`config.mk`:
```
export PLATFORM = sky130hd
export DESIGN_NAME = multicycle_control
export DESIGN_NICKNAME = d
export VERILOG_FILES = /design/src/rtl/mips_ctrl_pkg.sv /design/src/rtl/alu_decoder.sv /design/src/rtl/multicycle_control.sv
export SDC_FILE = /design/constraint.sdc
export NUM_CORES = 1
export LEC_CHECK = 0
export CAP_MARGIN = 10
export CORE_UTILIZATION = 31
export DETAILED_ROUTE_END_ITERATION = 12
export HOLD_SLACK_MARGIN = 0.02
export SLEW_MARGIN = 20
export SYNTH_ARGS = -nofsm -noshare
export SYNTH_HDL_FRONTEND = slang
export SYNTH_HIERARCHICAL = 1
export SYNTH_SLANG_ARGS = --single-unit
```
`constraint.sdc`:
```
create_clock -name i_clk -period 5.5 [get_ports i_clk]
set_input_delay 1.1 -clock i_clk [delete_from_list [all_inputs] [get_ports i_clk]]
set_output_delay 1.1 -clock i_clk [all_outputs]
set_load 0.05 [all_outputs]
```
`src/rtl/mips_ctrl_pkg.sv`:
```
// Shared encodings for the multicycle MIPS-subset control unit: opcodes,
// R-type funct codes, ALU control codes, FSM states and instruction classes.
package mips_ctrl_pkg;

    localparam logic [5:0] OP_R    = 6'h00;
    localparam logic [5:0] OP_ADDI = 6'h08;
    localparam logic [5:0] OP_LW   = 6'h23;
    localparam logic [5:0] OP_SW   = 6'h2B;

    localparam logic [5:0] FN_ADD = 6'h20;
    localparam logic [5:0] FN_SUB = 6'h22;
    localparam logic [5:0] FN_AND = 6'h24;
    localparam logic [5:0] FN_OR  = 6'h25;
    localparam logic [5:0] FN_SLT = 6'h2A;

    localparam logic [2:0] ALU_ADD = 3'b010;
    localparam logic [2:0] ALU_SUB = 3'b110;
    localparam logic [2:0] ALU_AND = 3'b000;
    localparam logic [2:0] ALU_OR  = 3'b001;
    localparam logic [2:0] ALU_SLT = 3'b111;

    typedef enum logic [2:0] {
        S_IDLE   = 3'd0,
        S_DECODE = 3'd1,
        S_EXEC   = 3'd2,
        S_MEM    = 3'd3,
        S_WB     = 3'd4
    } state_t;

    typedef enum logic [2:0] {
        C_R    = 3'd0,
        C_ADDI = 3'd1,
        C_LW   = 3'd2,
        C_SW   = 3'd3,
        C_BAD  = 3'd4
    } iclass_t;

    function automatic iclass_t classify(input logic [5:0] op);
        iclass_t c;
        case (op)
            OP_R:    c = C_R;
            OP_ADDI: c = C_ADDI;
            OP_LW:   c = C_LW;
            OP_SW:   c = C_SW;
            default: c = C_BAD;
        endcase
        return c;
    endfunction

endpackage

```
`src/rtl/alu_decoder.sv`:
```
// Combinational map from instruction class and funct to ALU control code
// and a legality flag; unknown opcodes and R-type functs are illegal.
module alu_decoder
    import mips_ctrl_pkg::*;
(
    input  iclass_t    iclass,
    input  logic [5:0] funct,
    output logic [2:0] alu_control,
    output logic       legal
);

    always_comb begin
        alu_control = ALU_ADD;
        legal       = 1'b0;
        case (iclass)
            C_R: begin
                legal = 1'b1;
                case (funct)
                    FN_ADD:  alu_control = ALU_ADD;
                    FN_SUB:  alu_control = ALU_SUB;
                    FN_AND:  alu_control = ALU_AND;
                    FN_OR:   alu_control = ALU_OR;
                    FN_SLT:  alu_control = ALU_SLT;
                    default: legal = 1'b0;
                endcase
            end
            C_ADDI, C_LW, C_SW: legal = 1'b1;
            default: legal = 1'b0;
        endcase
    end

endmodule

```
`src/rtl/multicycle_control.sv`:
```
// Multicycle control FSM: latches one instruction per handshake, sequences
// DECODE/EXEC/MEM/WB, drives datapath selects and counts retirements.
module multicycle_control
    import mips_ctrl_pkg::*;
(
    input  logic        i_clk,
    input  logic        i_rst_n,
    input  logic        i_instr_valid,
    input  logic [31:0] i_instruction,
    output logic        o_instr_ready,
    output logic [4:0]  o_first5bits,
    output logic [4:0]  o_second5bits,
    output logic [15:0] o_immediate,
    output logic        o_regDst,
    output logic        o_AluSource,
    output logic        o_MemToReg,
    output logic        o_RFSource,
    output logic        o_DMSource,
    output logic        o_DMValue,
    output logic [2:0]  o_AluControl,
    output logic        o_ReadWriteRF,
    output logic        o_WriteEnDataMemory,
    output logic        o_ReadEnDataMemory,
    output logic        o_illegal,
    output logic        o_retired,
    output logic [15:0] o_instr_count
);

    state_t      state, next_state;
    logic [31:0] ir;
    logic [15:0] instr_count;
    iclass_t     iclass;
    logic [2:0]  dec_alu;
    logic        legal;
    logic        active;

    assign iclass = classify(ir[31:26]);

    alu_decoder u_alu_decoder (
        .iclass      (iclass),
        .funct       (ir[5:0]),
        .alu_control (dec_alu),
        .legal       (legal)
    );

    always_ff @(posedge i_clk or negedge i_rst_n) begin
        if (!i_rst_n) begin
            state <= S_IDLE;
            ir    <= '0;
        end else begin
            state <= next_state;
            if (state == S_IDLE && i_instr_valid)
                ir <= i_instruction;
        end
    end

    always_ff @(posedge i_clk or negedge i_rst_n) begin
        if (!i_rst_n)
            instr_count <= '0;
        else if (o_retired)
            instr_count <= instr_count + 16'd1;
    end

    assign o_instr_count = instr_count;
    assign o_first5bits  = ir[25:21];
    assign o_second5bits = ir[20:16];
    assign o_immediate   = ir[15:0];
    assign o_RFSource    = 1'b0;
    assign o_DMSource    = 1'b0;
    assign o_DMValue     = 1'b0;

    // Outside IDLE the IR only ever holds a legal instruction except in the
    // DECODE cycle of an illegal one, so legality gates the selects.
    assign active = (state != S_IDLE) && legal;

    always_comb begin
        next_state          = state;
        o_instr_ready       = 1'b0;
        o_illegal           = 1'b0;
        o_retired           = 1'b0;
        o_ReadWriteRF       = 1'b0;
        o_WriteEnDataMemory = 1'b0;
        o_ReadEnDataMemory  = 1'b0;
        o_regDst            = 1'b0;
        o_AluSource         = 1'b0;
        o_MemToReg          = 1'b0;
        o_AluControl        = ALU_ADD;

        case (state)
            S_IDLE: begin
                o_instr_ready = 1'b1;
                if (i_instr_valid)
                    next_state = S_DECODE;
            end
            S_DECODE: begin
                if (!legal) begin
                    o_illegal  = 1'b1;
                    next_state = S_IDLE;
                end else begin
                    next_state = S_EXEC;
                end
            end
            S_EXEC: begin
                next_state = (iclass == C_LW || iclass == C_SW) ? S_MEM : S_WB;
            end
            S_MEM: begin
                o_ReadEnDataMemory  = (iclass == C_LW);
                o_WriteEnDataMemory = (iclass == C_SW);
                if (iclass == C_SW) begin
                    o_retired  = 1'b1;
                    next_state = S_IDLE;
                end else begin
                    next_state = S_WB;
                end
            end
            S_WB: begin
                o_ReadWriteRF      = 1'b1;
                o_ReadEnDataMemory = (iclass == C_LW);
                o_retired          = 1'b1;
                next_state         = S_IDLE;
            end
            default: next_state = S_IDLE;
        endcase

        if (active) begin
            o_AluControl = dec_alu;
            case (iclass)
                C_R: begin
                    o_regDst   = 1'b1;
                    o_MemToReg = 1'b1;
                end
                C_ADDI: begin
                    o_AluSource = 1'b1;
                    o_MemToReg  = 1'b1;
                end
                C_LW:    o_AluSource = 1'b1;
                C_SW:    o_AluSource = 1'b1;
                default: ;
            endcase
        end
    end

endmodule

```
==> flow_summary.yaml, run 1 <==
status:
  outcome: "completed"
setup_path:
  path_buf_inv: 3
  critical_path_depth: 8
  path_class: "reg2out"
  critPathSlowestCell: "clkdlybuf4s50_1"
  path_common_cell: "inv_1"
  critPathRequiredTime_ns: 4.40
  critPathMaxFanout: 3
  endpoint_kind: "output pin"
  cp-start-kind: "flop"
  cp_top_family: "simple AND/OR/NAND/NOR gates"
  ff2ff_path_depth: 3
  max_stage_delay_ns: 0.81
  path_cells: "or3_1, a21oi_1, inv_1, nor4_1, and2_1, inv_1, nor2_1, clkdlybuf4s50_1"
  worstPathArrival_ns: 2.99
placed_design:
  place_hpwl_um: 3570
  io_buffer_count: 88
  place_congestion: 0.763
  dpl_cell_area_um2: 3310
final_layout:
  fillers: 785
  area_growth_syn_to_layout_pct: 33.7
  drive_above_1_share_pct: 6.76
  antenna_cells: 0
  final_area_um2: 3410
  final_nets: 316
floorplan:
  die-area_um2: 8600
  initial_utilization_pct: 32.5
  pin_count: 92
  core_um2: 7850
  die_x_um: 92.7
  die_y_um: 92.7
  rows: 32
clocking:
  ctsHoldBuffers: 0
  clkTransAtPathRegs_ns: 0.09
  clk_latency_ns: 0.30
  cts_setup_buffers: 0
  cts_max_level: 2
  cts_buffers: 5
  clock-sinks: 51
  cts_root_buf: "clkbuf_8"
  cts_max_path_buffers: 2
  cts_resized: 0
  cts_tree: "yes"
pwr:
  power.leakage_nw: 1.47
  pwr-share-seq_pct: 45.0
  internal_power_mw: 0.654
  power.share.clock_pct: 23.3
  p_per_area_nw_per_um2: 293
  combPwrFrac_pct: 31.7
  sw_frac_of_total_pct: 34.6
  irDropWorstVdd_mv: 0.223
  power_switching_mw: 0.346
drt:
  top_layer: "met4"
  drt_iter0_markers: 24
  first_pass_iters: 3
  ant_nets: 0
  wl_per_cell_um: 13.0
  m1WireLength_um: 2230
  route.met3.wl_um: 281
  drt-total-wl_um: 4960
  via_per_inst: 4.54
  vias: 1738
  drc: 0
  wl_met2_um: 2390
global_route:
  grt_pass1_wl_um: 7960
  grt_pass1_vias: 1732
  grt_max_degree: 52
  grt-ovfl-total: 0
  antenna_found_initial: 0
  grtUsageTotal_pct: 11.8
sta:
  setup_violations: 0
  final.setup.tns_ns: 0
  fmax_mhz: 244
  final_max_slew_viol_count: 0
  slew_headroom_pct: 47.1
  hold_violations: 0
  tightestPinTransition_ns: 0.794
  fin_worst_skew_ns: 0.00327
  period_needed_ns: 4.09
  post-route-period-util_pct: 74.4
  grt_setup_unrepaired: "no"
logic_synthesis:
  syn-cell-area_um2: 2550
  seq_area_frac_synth_pct: 50.0
  synth_cell_types: 41
  syn_inst: 217
  avgSynthCellArea_um2: 11.8
  synth-seq-cells: 51
  synth_flop_cell: "dfrtp_1"
  async_reset_ff_share_pct: 100
  synth_edf_count: 0
  yosys_warnings: 6
hold_path:
  min_path_cells: 1
  hold_path.class: "reg2reg"
run:
  drv_cap: 0
==> Yosys cell counts, types with 2 or more instances <==
| master | n | share of area [%] |
|---|---|---|
| nor4_1 | 7 | 1.7 |
| nor2_1 | 12 | 1.8 |
| xor2_1 | 13 | 4.5 |
| nand3_1 | 7 | 1.4 |
| and2_1 | 3 | 0.74 |
| dfrtp_1 | 51 | 50 |
| nand4_1 | 2 | 0.49 |
| a21oi_1 | 3 | 0.59 |
| mux2_1 | 32 | 14 |
| nor4_4 | 2 | 1.7 |
| nand2b_1 | 3 | 0.74 |
| mux2_2 | 2 | 0.88 |
| or2_1 | 2 | 0.49 |
| inv_1 | 7 | 1.0 |
| buf_4 | 32 | 9.4 |
| xnor2_1 | 2 | 0.69 |
| nor3_1 | 7 | 1.4 |
| nand2_1 | 7 | 1.0 |
==> sequential cells by signal, summed over array words and instances (netlist names) <==
name	count
state	3
ir	32
o_instr_count	16
==> worst register-to-register path: stages (launching register included) <==
cell	delay [ns]
dfrtp_1	0.48
nor3_1	0.31
and2_2	0.73
mux2_2	0.42
==> cells by family after synthesis <==
group | Yosys count | synth area share [%]
xor gates and xnor gates | 15 | 5.15
DFF | 51 | 50.0
other | 1 | 0.147
AOI/OAI and AO/OA | 9 | 2.75
and+or+nand+nor | 62 | 14.7
muxes | 35 | 15.4
buffers and inverters | 43 | 11.4
adders and majority gates | 1 | 0.490
==> power by group through the flow <==
stage               registers [mW]  logic [mW]  clock network [mW]
global route                 0.456       0.334               0.260
CTS                          0.450       0.322               0.247
finish                       0.450       0.317               0.233
detailed placement           0.458       0.321                   0
floorplan                    0.460       0.247                   0
global placement             0.456       0.319                   0
==> metrics by stage <==
stage / setup WS, ns / std cells / hold WS [ns] / util, % / power [mW]
detailed placement: 1.74 / 375 / 0.456 / 42.2 / 0.779
global route: 1.14 / 383 / 0.494 / 43.5 / 1.05
global placement: 1.82 / 375 / 0.459 / 42.2 / 0.775
finish: 1.41 / 383 / 0.477 / 43.5 / 1.00
CTS: 1.39 / 383 / 0.483 / 43.5 / 1.02
floorplan: 1.47 / 219 / 0.450 / - / 0.707
==> cell type report <==
cell class | instances | area [µm²] | share of cell area [%]
well taps | 102 | 128 | 3.74
multi-input cells | 125 | 995 | 29.2
clock buffers | 8 | 100 | 2.93
inverters | 8 | 30.0 | 0.880
repair buffers | 89 | 883 | 25.9
flip-flops and latches | 51 | 1280 | 37.4
==> layer usage <==
metal | vias to the layer above | GRT usage, %
li1 | 833 | -
met1 | 848 | 14.0
met2 | 50 | 20.5
met3 | 7 | 3.20
met4 | 0 | 3.85
met5 | - | 0
==> path summary, 6_finish.rpt <==
path / to / slack (ns) / from
worst max-delay path: o_AluControl[2] / 1.41 / ir[26]$_DFFE_PN0P_
worst min-delay path: o_instr_count[15]$_DFFE_PN0P_ / 0.48 / o_instr_count[15]$_DFFE_PN0P_
worst max register to register: ir[1]$_DFFE_PN0P_ / 3.45 / state[1]$_DFFE_PN0P_
worst min register to register: o_instr_count[15]$_DFFE_PN0P_ / 0.48 / o_instr_count[15]$_DFFE_PN0P_
max in group asynchronous: ir[22]$_DFFE_PN0P_ / 4.15 / i_rst_n
min in group asynchronous: ir[8]$_DFFE_PN0P_ / 0.90 / i_rst_n
==> placed cells by master, fill, tap and decap left out, types with 2 or more instances in the layout <==
cell | Yosys | routed
inv_1 | 7 | 7
nand4_1 | 2 | 2
dfrtp_1 | 51 | 51
nor3_1 | 7 | 7
clkdlybuf4s50_1 | 0 | 87
nand2b_1 | 3 | 3
or2_1 | 2 | 2
and2_1 | 3 | 2
nor4_1 | 7 | 7
xor2_1 | 13 | 13
clkbuf_8 | 0 | 7
xnor2_1 | 2 | 2
nor2_1 | 12 | 12
mux2_1 | 32 | 32
mux2_2 | 2 | 2
nand2_1 | 7 | 7
conb_1 | 1 | 3
nand3_1 | 7 | 7
nor4_4 | 2 | 2
a21oi_1 | 3 | 3
Note: power is estimated with default switching activity, not from simulation.
==> run 2, diff against run 1 <==
- clock period: 5.5 -> 3.5 ns (I/O delays scaled with it)
==> run 2 against run 1 <==
- register-to-register slack worse by 1.8 ns
- worst hold slack better by 0.0037 ns
- sequential share of layout area up 0.33 points
- via count up 0.35%
- final area down 0.88%
- first-iteration DRC count up 4.2%
- combinational power up 58%
- critical path type unchanged
- critical endpoint is now o_illegal
==> flow_summary.yaml, run 2 (synthesis gave the netlist of run 1 again) <==
placed_design:
  pre_cts_ws_ns: 0.598
  io_buffer_count: 88
  place_congestion: 0.762
  place_hpwl_um: 3640
setup_path:
  endpoint_kind: "output pin"
  reg2reg_to: "ir[1]$_DFFE_PN0P_"
  max_stage_delay_ns: 0.71
  critPathMaxFanout: 3
  critPathRequiredTime_ns: 2.80
  rrSetupSlack_ns: 1.61
  path_class: "reg2out"
  r2r_start: "state[1]$_DFFE_PN0P_"
  worstPathArrival_ns: 2.52
  ff2ff_path_depth: 4
  path_cells: "or3_1, a21oi_1, and2_1, nor2_1, a21oi_2, nor4_1, clkdlybuf4s50_1"
  critPathSlowestCell: "clkdlybuf4s50_1"
  cp-start-kind: "flop"
clocking:
  cts_setup_buffers: 0
  clk_latency_ns: 0.29
  cts_root_buf: "clkbuf_8"
  clkTransAtPathRegs_ns: 0.09
  clock-sinks: 51
  cts_tree: "yes"
  cts_buffers: 5
  ctsHoldBuffers: 0
  cts_resized: 0
  cts_max_path_buffers: 2
  cts_max_level: 2
sta:
  final.setup.tns_ns: 0
  tightestPinTransition_ns: 0.793
  post-route-period-util_pct: 92.0
  fmax_mhz: 310
  fin_worst_skew_ns: 0.00319
  fin_ws_ns: 0.278
  grt_setup_unrepaired: "no"
  period_needed_ns: 3.22
  final_max_slew_viol_count: 0
  slew_headroom_pct: 47.2
  setup_violations: 0
  hold_violations: 0
global_route:
  grt_max_degree: 35
  grtUsageTotal_pct: 12.1
  grt_pass1_wl_um: 8270
  antenna_found_initial: 0
  grt-ovfl-total: 0
  grt_util_met1_pct: 15.4
  grt_pass1_vias: 1753
  busiest_layer: "met2"
  grt.met2_usage_pct: 20.6
  global_route.usage.met3_pct: 3.12
floorplan:
  die-area_um2: 8600
  pin_count: 92
  rows: 32
  die_y_um: 92.7
  initial_utilization_pct: 32.5
  die_x_um: 92.7
  core_um2: 7850
pwr:
  p_total_mw: 1.52
  irDropWorstVdd_mv: 0.244
  power.share.clock_pct: 20.6
  sw_frac_of_total_pct: 35.4
  internal_power_mw: 0.982
  p_per_area_nw_per_um2: 449
  combPwrFrac_pct: 32.9
  power.leakage_nw: 1.47
  power_switching_mw: 0.537
  pwr-share-seq_pct: 46.5
drt:
  via_per_inst: 4.57
  first_pass_iters: 4
  ant_nets: 0
  drc: 0
  wl_per_cell_um: 13.1
  drt-total-wl_um: 5000
  drt_iter0_markers: 25
  vias: 1744
status:
  outcome: "completed"
run:
  drv_cap: 0
hold_path:
  hold_path.class: "in2async"
final_layout:
  regMostFlops: "ir"
  area_growth_syn_to_layout_pct: 32.5
  drive_above_1_share_pct: 8.57
  final_common_cell: "clkdlybuf4s50_1"
  most-common-layout-cells: "81 x clkdlybuf4s50_1, 51 x dfrtp_1, 32 x mux2_1"
  antenna_cells: 0
  largest_reg_flops: 32
  final_nets: 317
-- run 2: power groups by stage --
stage / Sequential [mW] / Combinational, mW / Clock, mW
CTS: 0.708 / 0.507 / 0.337
floorplan: 0.723 / 0.388 / 0
global route: 0.719 / 0.526 / 0.359
finish: 0.707 / 0.500 / 0.312
detailed placement: 0.719 / 0.506 / 0
global placement: 0.717 / 0.503 / 0
-- run 2: critical path: cells and delay by family, from the launching register on --
| family | cells | cell delay [ns] |
|---|---|---|
| compound gates | 2 | 0.39 |
| buf+inv | 1 | 0.71 |
| flops | 1 | 0.39 |
| simple gates | 4 | 0.74 |
-- run 2: layout make-up --
cell class,instances,area [µm²]
clock buffers,6,72.6
fillers,760,4470
inverters,8,30.0
multi-input cells,125,1000
flip-flops and latches,51,1280
well taps,102,128
repair buffers,90,876
-- run 2: per-stage QoR --
stage	cell area, µm²	hold WS, ns	utilization [%]	instances
6_report	3380	0.480	43.1	382
5_1_grt	3380	0.507	43.1	382
4_1_cts	3380	0.490	43.1	382
3_5_place_dp	3310	0.467	42.2	376
3_3_place_gp	3310	0.460	42.2	376
2_1_floorplan	2570	0.404	-	219
-- run 2: routing by layer --
| metal | vias to the layer above | routed length [µm] | part of all wire, % |
|---|---|---|---|
| met3 | 6 | 264 | 5.3 |
| met1 | 852 | 2250 | 45 |
| met4 | 0 | 52 | 1.0 |
| met5 | - | 0 | 0 |
| li1 | 837 | - | - |
| met2 | 49 | 2430 | 49 |
-- run 2: how the worst max path moves through the flow --
stage / startpoint / end
after floorplan: ir[26]$_DFFE_PN0P_ / o_MemToReg
after global placement: ir[26]$_DFFE_PN0P_ / o_illegal
after detailed placement: ir[26]$_DFFE_PN0P_ / o_illegal
after CTS: ir[26]$_DFFE_PN0P_ / o_illegal
final: ir[26]$_DFFE_PN0P_ / o_illegal
after global routing: ir[26]$_DFFE_PN0P_ / o_illegal
==> run 3, diff against run 2 <==
- CORE_UTILIZATION: 31 -> 40
- PLACE_DENSITY: unset -> 0.76
==> run 3 against run 2 <==
- routed wire length down 0.48%
- clock power increased by 3%
- utilization up 13 points
- count of clock-buffer cells in the layout rose by 1
- critical endpoint unchanged
- highest routed layer unchanged
==> flow_summary.yaml, run 3 (synthesis gave the netlist of run 1 again) <==
clocking:
  clock-sinks: 51
  cts_max_level: 2
  clk_latency_ns: 0.29
  cts_tree: "yes"
  clkTransAtPathRegs_ns: 0.09
  cts_root_buf: "clkbuf_8"
  cts_max_path_buffers: 2
  cts_buffers: 5
sta:
  holdWs_ns: 0.469
  fin_worst_skew_ns: 0.00303
  setup_violations: 0
  grt_setup_unrepaired: "no"
  tightestPinTransition_ns: 0.760
  final_max_slew_viol_count: 0
  period_needed_ns: 3.27
  fmax_mhz: 305
  hold_violations: 0
  final.setup.tns_ns: 0
  post-route-period-util_pct: 93.6
  slew_headroom_pct: 49.3
placed_design:
  place_congestion: 0.785
  place_hpwl_um: 3640
  io_buffer_count: 88
  dp.cells: 350
  dpl_cell_area_um2: 3290
setup_path:
  max_stage_delay_ns: 0.71
  rrSetupSlack_ns: 1.63
  path_class: "reg2out"
  cp_top_family: "simple AND/OR/NAND/NOR gates"
  ff2ff_path_depth: 4
  r2r_start: "state[1]$_DFFE_PN0P_"
  critPathRequiredTime_ns: 2.80
  reg2reg_to: "ir[18]$_DFFE_PN0P_"
  path_buf_inv: 1
  worstPathArrival_ns: 2.57
  critPathSlowestCell: "clkdlybuf4s50_1"
  path_cells: "or3_1, a21oi_1, and2_1, nor2_1, a21oi_2, nor4_1, clkdlybuf4s50_1"
  critPathMaxFanout: 3
  endpoint_kind: "output pin"
  cp-start-kind: "flop"
drt:
  wl_per_cell_um: 13.9
  drt_iter0_markers: 61
  via_per_inst: 4.94
  ant_nets: 0
  drt-total-wl_um: 4980
  drc: 0
  first_pass_iters: 4
  vias: 1767
final_layout:
  multi_input_area_um2: 1010
  drive_above_1_share_pct: 9.54
  area_growth_syn_to_layout_pct: 32.0
  instances_no_fill: 358
  final_area_um2: 3370
  largest_reg_flops: 32
  final-seq-area_um2: 1280
  regMostFlops: "ir"
  final_nets: 318
  final_common_cell: "clkdlybuf4s50_1"
  fillers: 558
  most-common-layout-cells: "81 x clkdlybuf4s50_1, 51 x dfrtp_1, 32 x mux2_1"
  antenna_cells: 0
floorplan:
  rows: 28
  pin_count: 92
  core_um2: 6030
  die_y_um: 81.9
  die_x_um: 81.9
  die-area_um2: 6700
  initial_utilization_pct: 42.4
global_route:
  busiest_layer: "met2"
  grt_util_met1_pct: 20.9
  grt_pass1_vias: 1752
  grt-ovfl-total: 0
  grt.met2_usage_pct: 25.9
  grt_max_degree: 35
  global_route.usage.met3_pct: 5.56
  antenna_found_initial: 0
  grt_pass1_wl_um: 8200
  grtUsageTotal_pct: 16.2
pwr:
  p_per_area_nw_per_um2: 454
  power.leakage_nw: 1.48
  p_total_mw: 1.53
  irDropWorstVdd_mv: 0.305
run:
  drv_cap: 0
status:
  outcome: "completed"
hold_path:
  hold_path.class: "in2async"
run 3: cell types whose count changed in the layout (fill, tap and decap cells not counted), sizes merged:
cell,delta
clkbuf,+2
clkinv,+1
run 3: worst register-to-register path: stages (launching register included):
cell and delay [ns]:
dfrtp_1 0.48, nor3_1 0.33, and2_1 0.17, buf_4 0.38
mux2_1 0.39
run 3: metrics by stage:
| stage | setup slack (ns) | utilization (%) |
|---|---|---|
| 2_1_floorplan | 0.240 | - |
| 3_3_place_gp | 0.213 | 54.5 |
| 3_5_place_dp | 0.181 | 54.5 |
| 4_1_cts | 0.118 | 55.9 |
| 5_1_grt | 0.0103 | 55.9 |
| 6_report | 0.225 | 55.9 |
run 3: power breakdown:
part	internal [mW]	total [mW]	leakage (nW)	switching, mW
logic	0.190	0.502	0.803	0.312
clock network	0.141	0.321	0.0422	0.181
registers	0.658	0.707	0.638	0.0484
total	0.989	1.53	1.48	0.541
run 3: per-layer routing:
layer	vias up	wire length (µm)
li1	842	-
met1	866	2190
met2	57	2380
met3	2	380
met4	0	17
met5	-	0
run 3: final cells by class:
type	count	share of cell area, %
flip-flops and latches	51	37.9
multi-input cells	125	29.9
repair buffers	91	26.2
well taps	75	2.79
clock buffers	7	2.27
inverters	8	0.892
clock inverters	1	0.149
run 3: worst max-delay path by stage:
stage / start / end / slack (ns) / depth (start not counted)
after floorplan: ir[26]$_DFFE_PN0P_ / o_MemToReg / 0.24 / 7
after global placement: ir[26]$_DFFE_PN0P_ / o_AluControl[1] / 0.21 / 7
final: ir[26]$_DFFE_PN0P_ / o_illegal / 0.23 / 7
after detailed placement: ir[26]$_DFFE_PN0P_ / o_AluControl[1] / 0.18 / 7
after CTS: ir[26]$_DFFE_PN0P_ / o_AluControl[1] / 0.12 / 7
after global routing: ir[26]$_DFFE_PN0P_ / o_illegal / 0.01 / 7
run 3: what timing repair did:
item | CTS | global route
setup endpoints to repair | 1 | 1
buffers inserted | 0 | 0
resized for setup | 1 | 3
hold buffers | 0 | 0
==> edit 1, RTL diff (config.mk and constraints of run 3) <==
Make the reset (`i_rst_n`) synchronous in 2 clocked blocks.
--- a/src/rtl/multicycle_control.sv
+++ b/src/rtl/multicycle_control.sv
@@ -43,7 +43,7 @@
         .legal       (legal)
     );
 
-    always_ff @(posedge i_clk or negedge i_rst_n) begin
+    always_ff @(posedge i_clk) begin
         if (!i_rst_n) begin
             state <= S_IDLE;
             ir    <= '0;
@@ -54,7 +54,7 @@
         end
     end
 
-    always_ff @(posedge i_clk or negedge i_rst_n) begin
+    always_ff @(posedge i_clk) begin
         if (!i_rst_n)
             instr_count <= '0;
         else if (o_retired)
Function: differs if i_rst_n is asserted again (counterexample within 4 cycles, from zero or initial values and one cycle with i_rst_n low); with i_rst_n held inactive, the same outputs for 10 cycles.
==> edit 1 against run 3 <==
Sequential cell count stayed put. Final area rose by 0.78%. Critical endpoint is now o_AluControl[0]. Count of clock-buffer cells in the layout is 2 lower. Worst setup slack better by 0.063 ns. Clock skew rose by 0.0098 ns. Fmax up 2.0%. Routed wire length rose by 20%. Highest routed layer unchanged. Synthesized cell count up 52%. Area after synthesis is 0.15% higher.
Power is not compared: it rests on default switching activity, and its combinational part moved more than twofold at a synthesized area within 25%.
==> edit 1: results <==
outcome:
  status: "completed"
logic_synthesis:
  synth_seq_area_share: 0.399
  synth_compound_gate_area_share: 0.140
  synth_top_cells_by_area: "dfxtp_1 (40%), nand2_1 (13%), buf_4 (8.5%)"
  avgSynthCellArea_um2: 7.75
  yosys.cell_types.count: 42
  dominantRegCellSynth: "dfxtp_1"
  synth_adder_area_share: 0.00489
  share_of_cell_area_taken_by_muxes_after_synthesis: 0.0553
  synth_commonest_cells: "nand2_1 (86), dfxtp_1 (51), a21oi_1 (39), buf_4 (29), mux2i_1 (13)"
  ys_async_sr_fraction: 0
  area_share_of_xor_xnor_cells_in_the_synthesized_design: 0
worst_setup_path:
  r2r_startpoint: "state[0]"
  cpMaxStageDelayCell: "dlygate4sd2_1"
  path_max_fanout: 5
  cp-endpoint: "o_AluControl[0]"
  timing.reg2reg.setup_slack_ns: 1.31
  rr_endpoint: "o_instr_count[12]"
  reg2regPathDepth: 5
  slowest_delay_ns: 0.52
  critical_path.startpoint: "ir[27]"
  wp_data_arrival_ns: 2.51
route:
  drt_iter0_markers: 125
  detail_route.vias_per_cell: 4.98
  detailroute.wirelength.met2_um: 2880
  finalWirelength_um: 5950
  wl_met1_um: 2800
  route.met3.wl_um: 241
sta:
  final.period_utilization: 0.918
  worst_slew_pin_slew_ns: 0.620
  smallest_hold_slack_ns: 0.457
grt:
  grt_use_total: 0.181
  grt.met1_usage: 0.235
  globalRouteMet2Util: 0.302
  global_route_wire_length_before_repair_um: 9430
  grt_antenna_before_repair: 0
  met3_usage: 0.0411
  grt_pass1_vias: 2016
finish:
  post_layout_nonfiller_instances: 462
  nFillCells: 586
  num-nets-final: 422
  post_route_cells_drive_above_1_share: 0.0698
placed_design:
  dp.cells: 454
  dpl_cell_area_um2: 3290
  worst_setup_slack_before_clock_tree_synthesis_ns: 0.367
  globalplace.congestion: 0.808
  place_hpwl_um: 4230
clock_network:
  post_cts_resize_count: 2
  clk-insertion-delay-late_ns: 0.31
worst_hold_path:
  worstHoldPathType: "flop to flop"
power_and_ir_drop:
  irDropWorstVdd_mv: 0.203
edit 1: cell count changes in the layout (fill, tap and decap cells not counted), moves of 6 or more:
| cell | before | now |
|---|---|---|
| a21oi_1 | 3 | 39 |
| xor2_1 | 13 | 0 |
| mux2_1 | 32 | 1 |
| dfxtp_1 | 0 | 51 |
| nor2_1 | 12 | 6 |
| mux2i_1 | 1 | 13 |
| dfrtp_1 | 51 | 0 |
| nand2b_1 | 3 | 11 |
| nand2_1 | 7 | 85 |
edit 1: tightest hold or removal path, cell delays in order (launching register included):
cell	delay, ns
dfxtp_1	0.32
nand2_1	0.05
a21oi_1	0.05
edit 1: power by group:
part / switching (mW) / internal (mW)
sequential: 0.0181 / 0.603
clock: 0.202 / 0.143
combinational: 0.145 / 0.0908
edit 1: layout make-up:
class	instances	area, µm²	area share
sequential	51	1020	0.301
timing repair buffer	93	923	0.272
inverter	12	45.0	0.0133
clock inverter	3	25.0	0.00737
clock buffer	5	68.8	0.0203
multi-input combinational	223	1220	0.359
tap	75	93.8	0.0276
==> edit 2, RTL diff (flow settings as in run 3) <==
Without the edit above. The 5 states of `state_t` get a one-hot encoding in 5 bits.
--- a/src/rtl/mips_ctrl_pkg.sv
+++ b/src/rtl/mips_ctrl_pkg.sv
@@ -19,12 +19,12 @@
     localparam logic [2:0] ALU_OR  = 3'b001;
     localparam logic [2:0] ALU_SLT = 3'b111;
 
-    typedef enum logic [2:0] {
-        S_IDLE   = 3'd0,
-        S_DECODE = 3'd1,
-        S_EXEC   = 3'd2,
-        S_MEM    = 3'd3,
-        S_WB     = 3'd4
+    typedef enum logic [4:0] {
+        S_IDLE   = 5'b00001,
+        S_DECODE = 5'b00010,
+        S_EXEC   = 5'b00100,
+        S_MEM    = 5'b01000,
+        S_WB     = 5'b10000
     } state_t;
 
     typedef enum logic [2:0] {
Formal check against the unedited RTL: same outputs for any inputs over 10 cycles, from zero or initial values and one cycle with i_rst_n low; not proved beyond that.
==> edit 2 against run 3 <==
The flow now finishes with violations (DRC). Area after synthesis grew 6.6%. Total power is 15% higher. Critical path depth is 3 lower. Clock power up 2%. Worst setup slack improved by 0.017 ns. First-iteration DRC count increased by 4.9%. Final area up 4.3%. Global-route usage down 0.42 points. Routed wire length grew 2.1%. Sequential cell count increased by 2. Sequential power up 9.2%.
==> edit 2: results <==
clock_network:
  cts_setup_buffers: 0
  htree_num_levels: 2
  clk-insertion-delay-late_ns: 0.30
  ctsLongestPathBuffers: 2
  numCtsBuffers: 5
  post_cts_resize_count: 0
  clockRootBuffer: "clkbuf_8"
power_and_ir_drop:
  power_switching_mw: 0.651
  comb_power_share: 0.372
  p_leak_nw: 1.48
  irDropWorstVdd_mv: 0.325
  power_in_the_clock_group_mw: 0.329
outcome:
  violations_in_the_final_reports: "DRC"
  status: "finished with violations"
logic_synthesis:
  avgSynthCellArea_um2: 11.8
  synth_top_cells_by_area: "dfrtp_1 (48%), mux2_2 (13%), buf_4 (8.6%)"
  synth_seq_area_share: 0.488
  yosys.cell_types.count: 44
  synth_commonest_cells: "dfrtp_1 (52), mux2_2 (32), buf_4 (31), inv_1 (10)"
  synthesis.yosys.warnings: 6
finish:
  num-nets-final: 327
  largest-register: "ir"
  nFillCells: 595
  post_layout_nonfiller_instances: 369
  ant_diodes: 0
  largest_register_ff_count: 32
  multi_input_logic_area_um2: 1070
  post_route_cells_drive_above_1_share: 0.219
worst_setup_path:
  r2r_startpoint: "state[3]"
  rr_endpoint: "ir[20]"
  cp_top_family: "simple AND/OR/NAND/NOR gates"
  slowest_delay_ns: 0.87
  timing.reg2reg.setup_slack_ns: 1.24
  path_max_fanout: 5
  wp_data_arrival_ns: 2.56
  reg2regPathDepth: 4
sta:
  worst_rel_slew_slack: 0.469
  skew_ns: 0.00362
route:
  route.met3.wl_um: 275
  drt_iter0_markers: 64
  detailroute.wirelength.met2_um: 2440
  top_signal_layer_used: "met4"
  first_pass_iters: 10
  post-route-drc-count: 6
  detail_route.vias_per_cell: 4.95
  routed_wire_length_per_instance_um: 13.8
  wl_met1_um: 2290
placed_design:
  place_hpwl_um: 3850
  io_buffers: 88
  dpl_cell_area_um2: 3430
  dp.cells: 361
  globalplace.congestion: 0.811
grt:
  grt_use_total: 0.158
  grt.met1_usage: 0.202
  met3_usage: 0.0423
  grt_max_degree: 34
  globalRouteMet2Util: 0.264
  global_route_wire_length_before_repair_um: 8910
  grt_pass1_vias: 1850
worst_hold_path:
  worstHoldPathType: "input port to async pin"
==> edit 2: cell count changes after synthesis, moves of 4 or more <==
| cell | before | now |
|---|---|---|
| mux2_1 | 32 | 2 |
| or2_2 | 1 | 5 |
| buf_6 | 1 | 5 |
| nor2_1 | 12 | 5 |
| mux2_2 | 2 | 32 |
| xor2_1 | 13 | 7 |
| xnor2_1 | 2 | 9 |
==> edit 2: metrics by stage <==
step / worst slack [ns] / hold WS, ns / total power, mW / utilization
5_1_grt: 0.0551 / 0.474 / 1.85 / 0.544
3_5_place_dp: 0.442 / 0.462 / 1.44 / 0.531
3_3_place_gp: 0.466 / 0.465 / 1.43 / 0.531
4_1_cts: 0.0995 / 0.439 / 1.78 / 0.544
2_1_floorplan: 0.233 / 0.404 / 1.32 / -
6_report: 0.242 / 0.418 / 1.75 / 0.544
==> edit 2: cell families after synthesis <==
logic type | synth area share
fa+ha+maj | 0.00460
simple gates | 0.155
flops | 0.488
other cells | 0.00138
xor+xnor | 0.0575
compound gates | 0.0304
mux | 0.141
buf+inv | 0.122
==> edit 2: how the worst max path moves through the flow <==
| stage | startpoint | endpoint | cells past startpoint |
|---|---|---|---|
| 3_3_place_gp | state[4] | o_retired | 4 |
| 5_1_grt | ir[31] | o_AluControl[1] | 7 |
| 6_report | ir[30] | o_ReadEnDataMemory | 4 |
| 2_1_floorplan | ir[30] | o_ReadEnDataMemory | 3 |
| 3_5_place_dp | state[4] | o_retired | 4 |
| 4_1_cts | state[4] | o_retired | 4 |
==> edit 2: cell type report <==
class	count	area share
flip-flops and latches	53	0.378
multi-input cells	132	0.306
repair buffers	89	0.255
well taps	77	0.0274
clock buffers	6	0.0206
inverters	10	0.0107
clock inverters	2	0.00285
